File: src/rtl/prgrm_cnt_stk_if.sv
// rtl/prgrm_cnt_stk_if.sv - control strobes and status bundle for the program counter / return stack
interface prgrm_cnt_stk_if #(
  parameter int AW    = 8,
  parameter int DEPTH = 4
);
  localparam int CW = $clog2(DEPTH + 1);

  logic          stall;
  logic          incr;
  logic          ld_brnch;
  logic          brnch_rel;
  logic          call;
  logic          ret;
  logic [AW-1:0] imm_addr;
  logic [AW-1:0] rel_ofs;
  logic          err_clr;
  logic [AW-1:0] pc;
  logic [CW-1:0] stk_cnt;
  logic          stk_full;
  logic          stk_empty;
  logic          stk_ovf;
  logic          stk_unf;

  modport master (
    output stall, incr, ld_brnch, brnch_rel, call, ret, imm_addr, rel_ofs, err_clr,
    input  pc, stk_cnt, stk_full, stk_empty, stk_ovf, stk_unf
  );

  modport slave (
    input  stall, incr, ld_brnch, brnch_rel, call, ret, imm_addr, rel_ofs, err_clr,
    output pc, stk_cnt, stk_full, stk_empty, stk_ovf, stk_unf
  );
endinterface

File: src/rtl/prgrm_cnt_stk.sv
// rtl/prgrm_cnt_stk.sv - fetch-stage program counter with circular hardware return-address stack
module prgrm_cnt_stk #(
  parameter int            AW      = 8,
  parameter int            DEPTH   = 4,
  parameter logic [AW-1:0] RST_VEC = '0
) (
  input  logic           clk,
  input  logic           reset,
  prgrm_cnt_stk_if.slave bus
);
  localparam int            CW       = $clog2(DEPTH + 1);
  localparam int            PW       = $clog2(DEPTH);
  localparam logic [CW-1:0] CNT_FULL = CW'(DEPTH);
  localparam logic [PW-1:0] PTR_LAST = PW'(DEPTH - 1);

  logic [AW-1:0] pc_q, pc_d;
  logic [PW-1:0] top_q, top_d;
  logic [CW-1:0] cnt_q, cnt_d;
  logic          ovf_q, ovf_d;
  logic          unf_q, unf_d;
  logic [AW-1:0] stk_mem [DEPTH];

  logic          push, set_ovf, set_unf, full, empty;
  logic [AW-1:0] pc_inc, tgt;
  logic [PW-1:0] top_inc, top_dec;

  assign full    = (cnt_q == CNT_FULL);
  assign empty   = (cnt_q == '0);
  assign pc_inc  = pc_q + AW'(1);
  assign tgt     = bus.brnch_rel ? (pc_q + bus.rel_ofs) : bus.imm_addr;
  assign top_inc = (top_q == PTR_LAST) ? '0 : (top_q + PW'(1));
  assign top_dec = (top_q == '0) ? PTR_LAST : (top_q - PW'(1));

  always_comb begin
    pc_d    = pc_q;
    top_d   = top_q;
    cnt_d   = cnt_q;
    push    = 1'b0;
    set_ovf = 1'b0;
    set_unf = 1'b0;
    if (!bus.stall) begin
      if (bus.ret) begin
        if (empty) begin
          pc_d    = pc_inc;
          set_unf = 1'b1;
        end else begin
          pc_d  = stk_mem[top_q];
          top_d = top_dec;
          cnt_d = cnt_q - CW'(1);
        end
      end else if (bus.call) begin
        // When full, top+1 is the oldest slot, so the same write overwrites it.
        pc_d  = tgt;
        push  = 1'b1;
        top_d = top_inc;
        if (full) set_ovf = 1'b1;
        else      cnt_d   = cnt_q + CW'(1);
      end else if (bus.ld_brnch) begin
        pc_d = tgt;
      end else if (bus.incr) begin
        pc_d = pc_inc;
      end
    end
    ovf_d = set_ovf | (ovf_q & ~bus.err_clr);
    unf_d = set_unf | (unf_q & ~bus.err_clr);
  end

  always_ff @(posedge clk) begin
    if (reset) begin
      pc_q  <= RST_VEC;
      top_q <= '0;
      cnt_q <= '0;
      ovf_q <= 1'b0;
      unf_q <= 1'b0;
    end else begin
      pc_q  <= pc_d;
      top_q <= top_d;
      cnt_q <= cnt_d;
      ovf_q <= ovf_d;
      unf_q <= unf_d;
    end
  end

  // Entry storage is deliberately unreset; only pointer and count define validity.
  always_ff @(posedge clk) begin
    if (push && !reset) stk_mem[top_inc] <= pc_inc;
  end

  assign bus.pc        = pc_q;
  assign bus.stk_cnt   = cnt_q;
  assign bus.stk_full  = full;
  assign bus.stk_empty = empty;
  assign bus.stk_ovf   = ovf_q;
  assign bus.stk_unf   = unf_q;
endmodule

File: src/flat_wrapper.sv
// flat-port wrapper written by rule: the top's interface ports become plain ports
module prgrm_cnt_stk_flat 
#(
  parameter int            AW      = 8,
  parameter int            DEPTH   = 4,
  parameter logic [AW-1:0] RST_VEC = '0
)
  (clk, reset, bus_stall, bus_incr, bus_ld_brnch, bus_brnch_rel, bus_call, bus_ret, bus_imm_addr, bus_rel_ofs, bus_err_clr, bus_pc, bus_stk_cnt, bus_stk_full, bus_stk_empty, bus_stk_ovf, bus_stk_unf);
  prgrm_cnt_stk_if #(.AW(AW), .DEPTH(DEPTH)) bus_i ();
  input  logic clk;
  input  logic reset;
  input wire logic [$bits(bus_i.stall)-1:0] bus_stall;
  input wire logic [$bits(bus_i.incr)-1:0] bus_incr;
  input wire logic [$bits(bus_i.ld_brnch)-1:0] bus_ld_brnch;
  input wire logic [$bits(bus_i.brnch_rel)-1:0] bus_brnch_rel;
  input wire logic [$bits(bus_i.call)-1:0] bus_call;
  input wire logic [$bits(bus_i.ret)-1:0] bus_ret;
  input wire logic [$bits(bus_i.imm_addr)-1:0] bus_imm_addr;
  input wire logic [$bits(bus_i.rel_ofs)-1:0] bus_rel_ofs;
  input wire logic [$bits(bus_i.err_clr)-1:0] bus_err_clr;
  output wire logic [$bits(bus_i.pc)-1:0] bus_pc;
  output wire logic [$bits(bus_i.stk_cnt)-1:0] bus_stk_cnt;
  output wire logic [$bits(bus_i.stk_full)-1:0] bus_stk_full;
  output wire logic [$bits(bus_i.stk_empty)-1:0] bus_stk_empty;
  output wire logic [$bits(bus_i.stk_ovf)-1:0] bus_stk_ovf;
  output wire logic [$bits(bus_i.stk_unf)-1:0] bus_stk_unf;
  assign bus_i.stall = bus_stall;
  assign bus_i.incr = bus_incr;
  assign bus_i.ld_brnch = bus_ld_brnch;
  assign bus_i.brnch_rel = bus_brnch_rel;
  assign bus_i.call = bus_call;
  assign bus_i.ret = bus_ret;
  assign bus_i.imm_addr = bus_imm_addr;
  assign bus_i.rel_ofs = bus_rel_ofs;
  assign bus_i.err_clr = bus_err_clr;
  assign bus_pc = bus_i.pc;
  assign bus_stk_cnt = bus_i.stk_cnt;
  assign bus_stk_full = bus_i.stk_full;
  assign bus_stk_empty = bus_i.stk_empty;
  assign bus_stk_ovf = bus_i.stk_ovf;
  assign bus_stk_unf = bus_i.stk_unf;
  prgrm_cnt_stk #(.AW(AW), .DEPTH(DEPTH), .RST_VEC(RST_VEC)) u_core (.clk(clk), .reset(reset), .bus(bus_i));
endmodule
File: config.mk
export PLATFORM = sky130hd
export DESIGN_NAME = prgrm_cnt_stk_flat
export DESIGN_NICKNAME = d
export VERILOG_FILES = /design/src/rtl/prgrm_cnt_stk_if.sv /design/src/rtl/prgrm_cnt_stk.sv /design/src/flat_wrapper.sv
export SDC_FILE = /design/constraint.sdc
export NUM_CORES = 1
export LEC_CHECK = 0
export BUFFER_PORTS_ARGS = -buffer_cell sky130_fd_sc_hd__buf_2
export CORE_ASPECT_RATIO = 0.7
export CORE_MARGIN = 5
export CORE_UTILIZATION = 36
export CTS_CLUSTER_SIZE = 10
export DETAILED_ROUTE_END_ITERATION = 8
export PLACE_DENSITY = 0.61
export SLEW_MARGIN = 5
export SYNTH_ARGS = -nofsm -noshare
export SYNTH_HDL_FRONTEND = slang
export SYNTH_SLANG_ARGS = --single-unit
File: constraint.sdc
create_clock -name clk -period 2.2 [get_ports clk]
set_input_delay 0 -clock clk [delete_from_list [all_inputs] [get_ports clk]]
set_output_delay 0 -clock clk [all_outputs]
set_load 0.02 [all_outputs]
## After elaboration in Yosys (flattened, before gate mapping)

Memories as Yosys holds them, arrays and structs flattened. A register that Yosys moved wholly into a read port is not among the register bits.
Cells that the tools add are included.

| operators by class | value |
|---|---|
| reductions and logical operators | 9 |
| equal/unequal tests | 4 |
| mux-type cells | 29 |
| add/sub/neg operators | 6 |
| bitwise operators | 6 |

Operators by type and width:

| operator | number |
|---|---|
| 2-to-1 mux 8 bit | 6 |
| 2-to-1 mux 2 bit | 7 |
| 2-to-1 mux 1 bit | 12 |
| 2-to-1 mux 3 bit | 4 |
| adder 8 x 1 -> 8 bit, second input constant | 1 |
| adder 8 bit | 1 |
| inequality test 2 bit, second input constant | 2 |
| AND reduction 4 bit | 1 |
| nonzero test 4 bit | 1 |
| adder 3 x 1 -> 3 bit, second input constant | 1 |
| == test 3 bit, second input constant | 1 |
| zero test 3 bit | 1 |
| AND reduction 3 bit | 1 |
| subtractor 3 x 1 -> 3 bit, second input constant | 1 |
| adder 2 x 1 -> 2 bit, second input constant | 1 |
| bitwise AND 1 bit | 2 |
| == test 2 bit, second input constant | 1 |
| zero test 2 bit | 1 |
| NOT 1 bit | 2 |
| bitwise OR 1 bit | 2 |
| AND reduction 2 bit | 1 |
| nonzero test 2 bit | 1 |
| subtractor 2 x 1 -> 2 bit, second input constant | 1 |
| logical AND 1 bit | 1 |
| zero test 1 bit | 1 |

| storage, ports and cells | value |
|---|---|
| word-level logic and storage cells | 60 |
| memory bits (writable) | 32 |
| bits in registers | 15 |
| memories kept | 1 |
| input bits | 25 |

Memories:

| memory | depth | width | rd ports | clocked after memory_dff | wr ports | RTL line | text |
|---|---|---|---|---|---|---|---|
| u_core.stk_mem | 4 | 8 | 1 | 1 | 1 | prgrm_cnt_stk.sv:21 | `logic [AW-1:0] stk_mem [DEPTH];` |

## Logic depth before layout (Yosys ltp)

| logic depth | value |
|---|---|
| word-level depth | 6 |
| mapped depth | 8 |

## Worst setup path after synthesis

OpenSTA, ideal clock, no wires.

| timing | value |
|---|---|
| path type | reg2reg |
| start point | register u_core.pc_q[0] (netlist: u_core.bus.pc[0]) |
| end point | register u_core.pc_q[6] (netlist: u_core.bus.pc[6]) |
| library setup time | 78 ps |
| cell stages (with the launch flop) | 9 |
| path slack | -44 ps |
| arrival time | 2166 ps |
| clock period less this slack | 2244 ps |
| cell sequence | dfxtp_1 > ha_1 > inv_1 > fa_1 > nor2b_1 > nor4_1 > or3_1 > a221o_1 > a32oi_1 |

| between the ends | value |
|---|---|
| word-level cells in the longest chain between the ends | 5 |

Ends and longest elaborated chain:

| element | RTL line | text |
|---|---|---|
| start: declaration | prgrm_cnt_stk.sv:16 | `logic [AW-1:0] pc_q, pc_d;` |
| start signal: assignment | prgrm_cnt_stk.sv:76 | `pc_q <= pc_d;` |
| adder 8 x 1 -> 8 bit or adder 8 bit (tied branches) | prgrm_cnt_stk.sv:29, prgrm_cnt_stk.sv:30 |  |
| 2-to-1 mux 8 bit (on tied branches) | prgrm_cnt_stk.sv:60, prgrm_cnt_stk.sv:30 |  |
| 2-to-1 mux 8 bit | prgrm_cnt_stk.sv:58 | `end else if (bus.ld_brnch) begin` |
| 2-to-1 mux 8 bit | prgrm_cnt_stk.sv:51 | `end else if (bus.call) begin` |
| 2-to-1 mux 8 bit * | prgrm_cnt_stk.sv:42 | `if (bus.ret) begin` |

Mark *: on every way between the ends. The rest lies on a longest branch, timed or not. The select of a mux whose other input is x is not followed.
A chain may end at the register's enable or synchronous reset.

## Final worst setup path

Ends and elaborated chain as after synthesis.

==> flow_summary.yaml <==
outcome:
  outcome: "completed"
sta:
  rsz0062_at_grt: "false"
  hold_viol: 0
  max_clock_freq_ghz: 0.480
  finalMaxSlewViolations: 0
  slew_headroom_pct: 53.2
  fin_skew_ns: 0.00609
  fin_crit_ns: 2.08
  setup_viol: 0
  tightest_slew_ns: 0.699
  period_share_pct: 94.7
  fin_setup_tns_ns: 0
global_routing:
  grt_pass1_wl_mm: 11.0
  grt_max_degree: 23
  gr-usage-all-layers_pct: 15.0
  antenna_found_initial: 0
  grt_overflow: 0
  first_global_vias: 2100
power:
  finalPower_mw: 2.17
  ir_drop_mv: 0.313
  power_density_nw_per_um2: 688
  power_leakage_nw: 1.22
worst_setup_path:
  path_max_fanout: 2
  slowest_delay_ns: 0.37
  r2r-start: "u_core.bus.pc[0]$_SDFFE_PP0P_"
  cp-startpoint: "u_core.bus.pc[0]$_SDFFE_PP0P_"
  start_kind: "flop"
  end_kind: "flop"
  critPathKind: "reg -> reg"
  path_cells: "ha_2, inv_1, fa_2, nor2b_2, nor4_1, or3_1, a221o_1, a32oi_1"
  arrival_ns: 2.32
  worstPathRequired_ns: 2.43
  slowest_stage: "fa_2"
cells_and_area:
  fin_nets: 331
  drive_gt1_share_pct: 25.6
  areaGrowthSynthToFinish_pct: 16.5
  instances_no_fill: 391
  fill_cells: 702
  diodes: 0
synthesis:
  synth_warnings: 0
  synth_top_area_cell: "edfxtp_1"
  synth_edf_count: 32
  postSynth.asyncResetShare_pct: 0
  synthFlopType: "edfxtp_1"
  syn_inst: 245
  synth_nets: 284
  avgSynthCellArea_um2: 11.1
  synth-seq-cells: 49
  netlist_top_cells_area: "edfxtp_1 (35%), dfxtp_1 (13%), mux4_2 (6.6%), ha_1 (5.5%), nor2_1 (3.3%)"
  synth-seq-area-share_pct: 48.0
  synth_area_um2: 2710
  yosysUniqueCellTypes: 55
  synth_top_area_share_pct: 35.4
flow_run:
  maxCapViolCount: 0
placed_design:
  post-place-cells: 381
  port_buffers: 39
  routabilityCongestion: 0.793
  dp_hpwl_mm: 5.20
drt:
  ant_nets: 0
  wirelength_mm: 6.76
  firstDrtPassIters: 4
  remaining_drc_errors: 0
  avgViaCountPerCell: 5.48
  avgRoutedWirePerCell_um: 17.3
  dr.first_iter.drc_count: 198
  via_count: 2143
floorplan:
  core.rowCount: 26
  start_util_pct: 37.0
  core_area_um2: 7320
  ios: 40
  dieArea_um2: 9390
  die_x_um: 114
  die_h_um: 82.6
cts:
  cts_tree: "done"
  numCtsBuffers: 5
  clock_latency_ns: 0.30
  cts-root-buf: "clkbuf_8"
  cts.sinks: 49
  htree_levels: 2
  clk_pin_slew_ns: 0.10
  clk_path_buf_depth: 2
  postCtsHoldBufs: 0
worst_hold_path:
  hold_path.class: "in -> reg"
  hold_start: "bus_imm_addr[4]"
[routing by layer]
| layer | track usage, % | part of all wire, % |
|---|---|---|
| met3 | 3.28 | 8.8 |
| met1 | 23.0 | 49 |
| met4 | 1.44 | 0.18 |
| met5 | 0 | 0 |
| met2 | 22.4 | 42 |
[power by group]
group	total, mW	switching (mW)	internal [mW]	leakage, nW
logic	0.545	0.318	0.227	0.741
clock network	0.558	0.331	0.227	0.0445
registers	1.07	0.0406	1.03	0.432
[through the flow]
stage	hold WS [ns]	setup WS (ns)	instance area (µm²)	util (%)
5_1_grt	0.0267	0.0115	3160	43.1
6_report	0.00449	0.117	3160	43.1
3_5_place_dp	0.322	0.0395	3050	41.6
4_1_cts	0.00271	0.000897	3140	42.8
3_3_place_gp	0.315	0.146	3050	41.6
2_1_floorplan	0.178	0.0411	2710	-
[cell usage after synthesis (3+ instances only)]
cell       n
o21ai_0   12
xor2_1     3
dfxtp_1   17
nand3b_1   3
clkbuf_1   4
mux4_2     8
nand2_1   12
xnor2_1    9
and3_1     3
nand3_1    9
and2_1     5
nor3_1     7
mux2i_1    5
a21oi_1    8
edfxtp_1  32
inv_1     16
nor4_1     3
ha_1      12
a31oi_1    4
a211oi_1   5
nor2_1    24
[area by class of cell]
cell class,instances,area (µm²),area share [%]
timing repair buffer,50,278,8.80
tap,98,123,3.88
clock inverter,3,21.3,0.674
multi-input combinational,170,1310,41.3
sequential,49,1300,41.2
clock buffer,5,68.8,2.18
inverter,16,60.1,1.90
[placed cells by master (no fill, tap or decap), drive strengths merged, types with 3 or more instances in the layout]
cell type,count
buf,50
edfxtp,32
nor2,24
inv,17
dfxtp,17
nand2,12
o21ai,12
ha,12
xnor2,9
nand3,9
mux4,8
a21oi,8
nor3,8
and2,5
a211oi,5
mux2i,5
clkbuf,5
a31oi,4
and3,3
xor2,3
nor4,3
nand3b,3
or2,3
or3,3
[logic make-up (layout without fill, tap and decap cells)]
family,count (synthesis),in the layout,synth area share (%)
compound gates,50,50,12.8
fa+ha+maj,14,14,7.01
mux,13,13,8.49
simple gates,81,81,15.6
flops,49,49,48.0
buf+inv,26,74,4.15
xor+xnor,12,12,3.88
[worst paths after layout]
kind | to | slack [ns] | cells past startpoint
worst max register to register | u_core.bus.pc[6]$_SDFFE_PP0P_ | 0.12 | 8
worst min register to register | u_core.bus.stk_unf$_SDFF_PP0_ | 0.52 | 2
worst min-delay path | u_core.bus.pc[4]$_SDFFE_PP0P_ | 0.004 | 3
worst max-delay path | u_core.bus.pc[6]$_SDFFE_PP0P_ | 0.12 | 8
[worst max-delay path: cells and delay by family (launching register included)]
kind | cells | cell delay, ns
adder cells (fa/ha/maj) | 2 | 0.54
AND/OR/NAND/NOR | 3 | 0.54
AO/OA/AOI/OAI | 2 | 0.52
flip-flops | 1 | 0.35
buffers and inverters | 1 | 0.06
[state kept, by name, indices dropped and copies added (netlist names), named ones only]
signal              cells
u_core.top_q            2
u_core.stk_mem         32
u_core.bus.stk_unf      1
u_core.bus.stk_cnt      3
u_core.bus.pc           8
u_core.bus.stk_ovf      1
[timing repair]
item / CTS / global route
setup endpoints to repair: 0 / 1
setup buffers: 0 / 2
endpoints found under the hold margin: 0 / 0
gates resized for setup: 0 / 3
No activity file was read; power rests on OpenSTA's default activity.
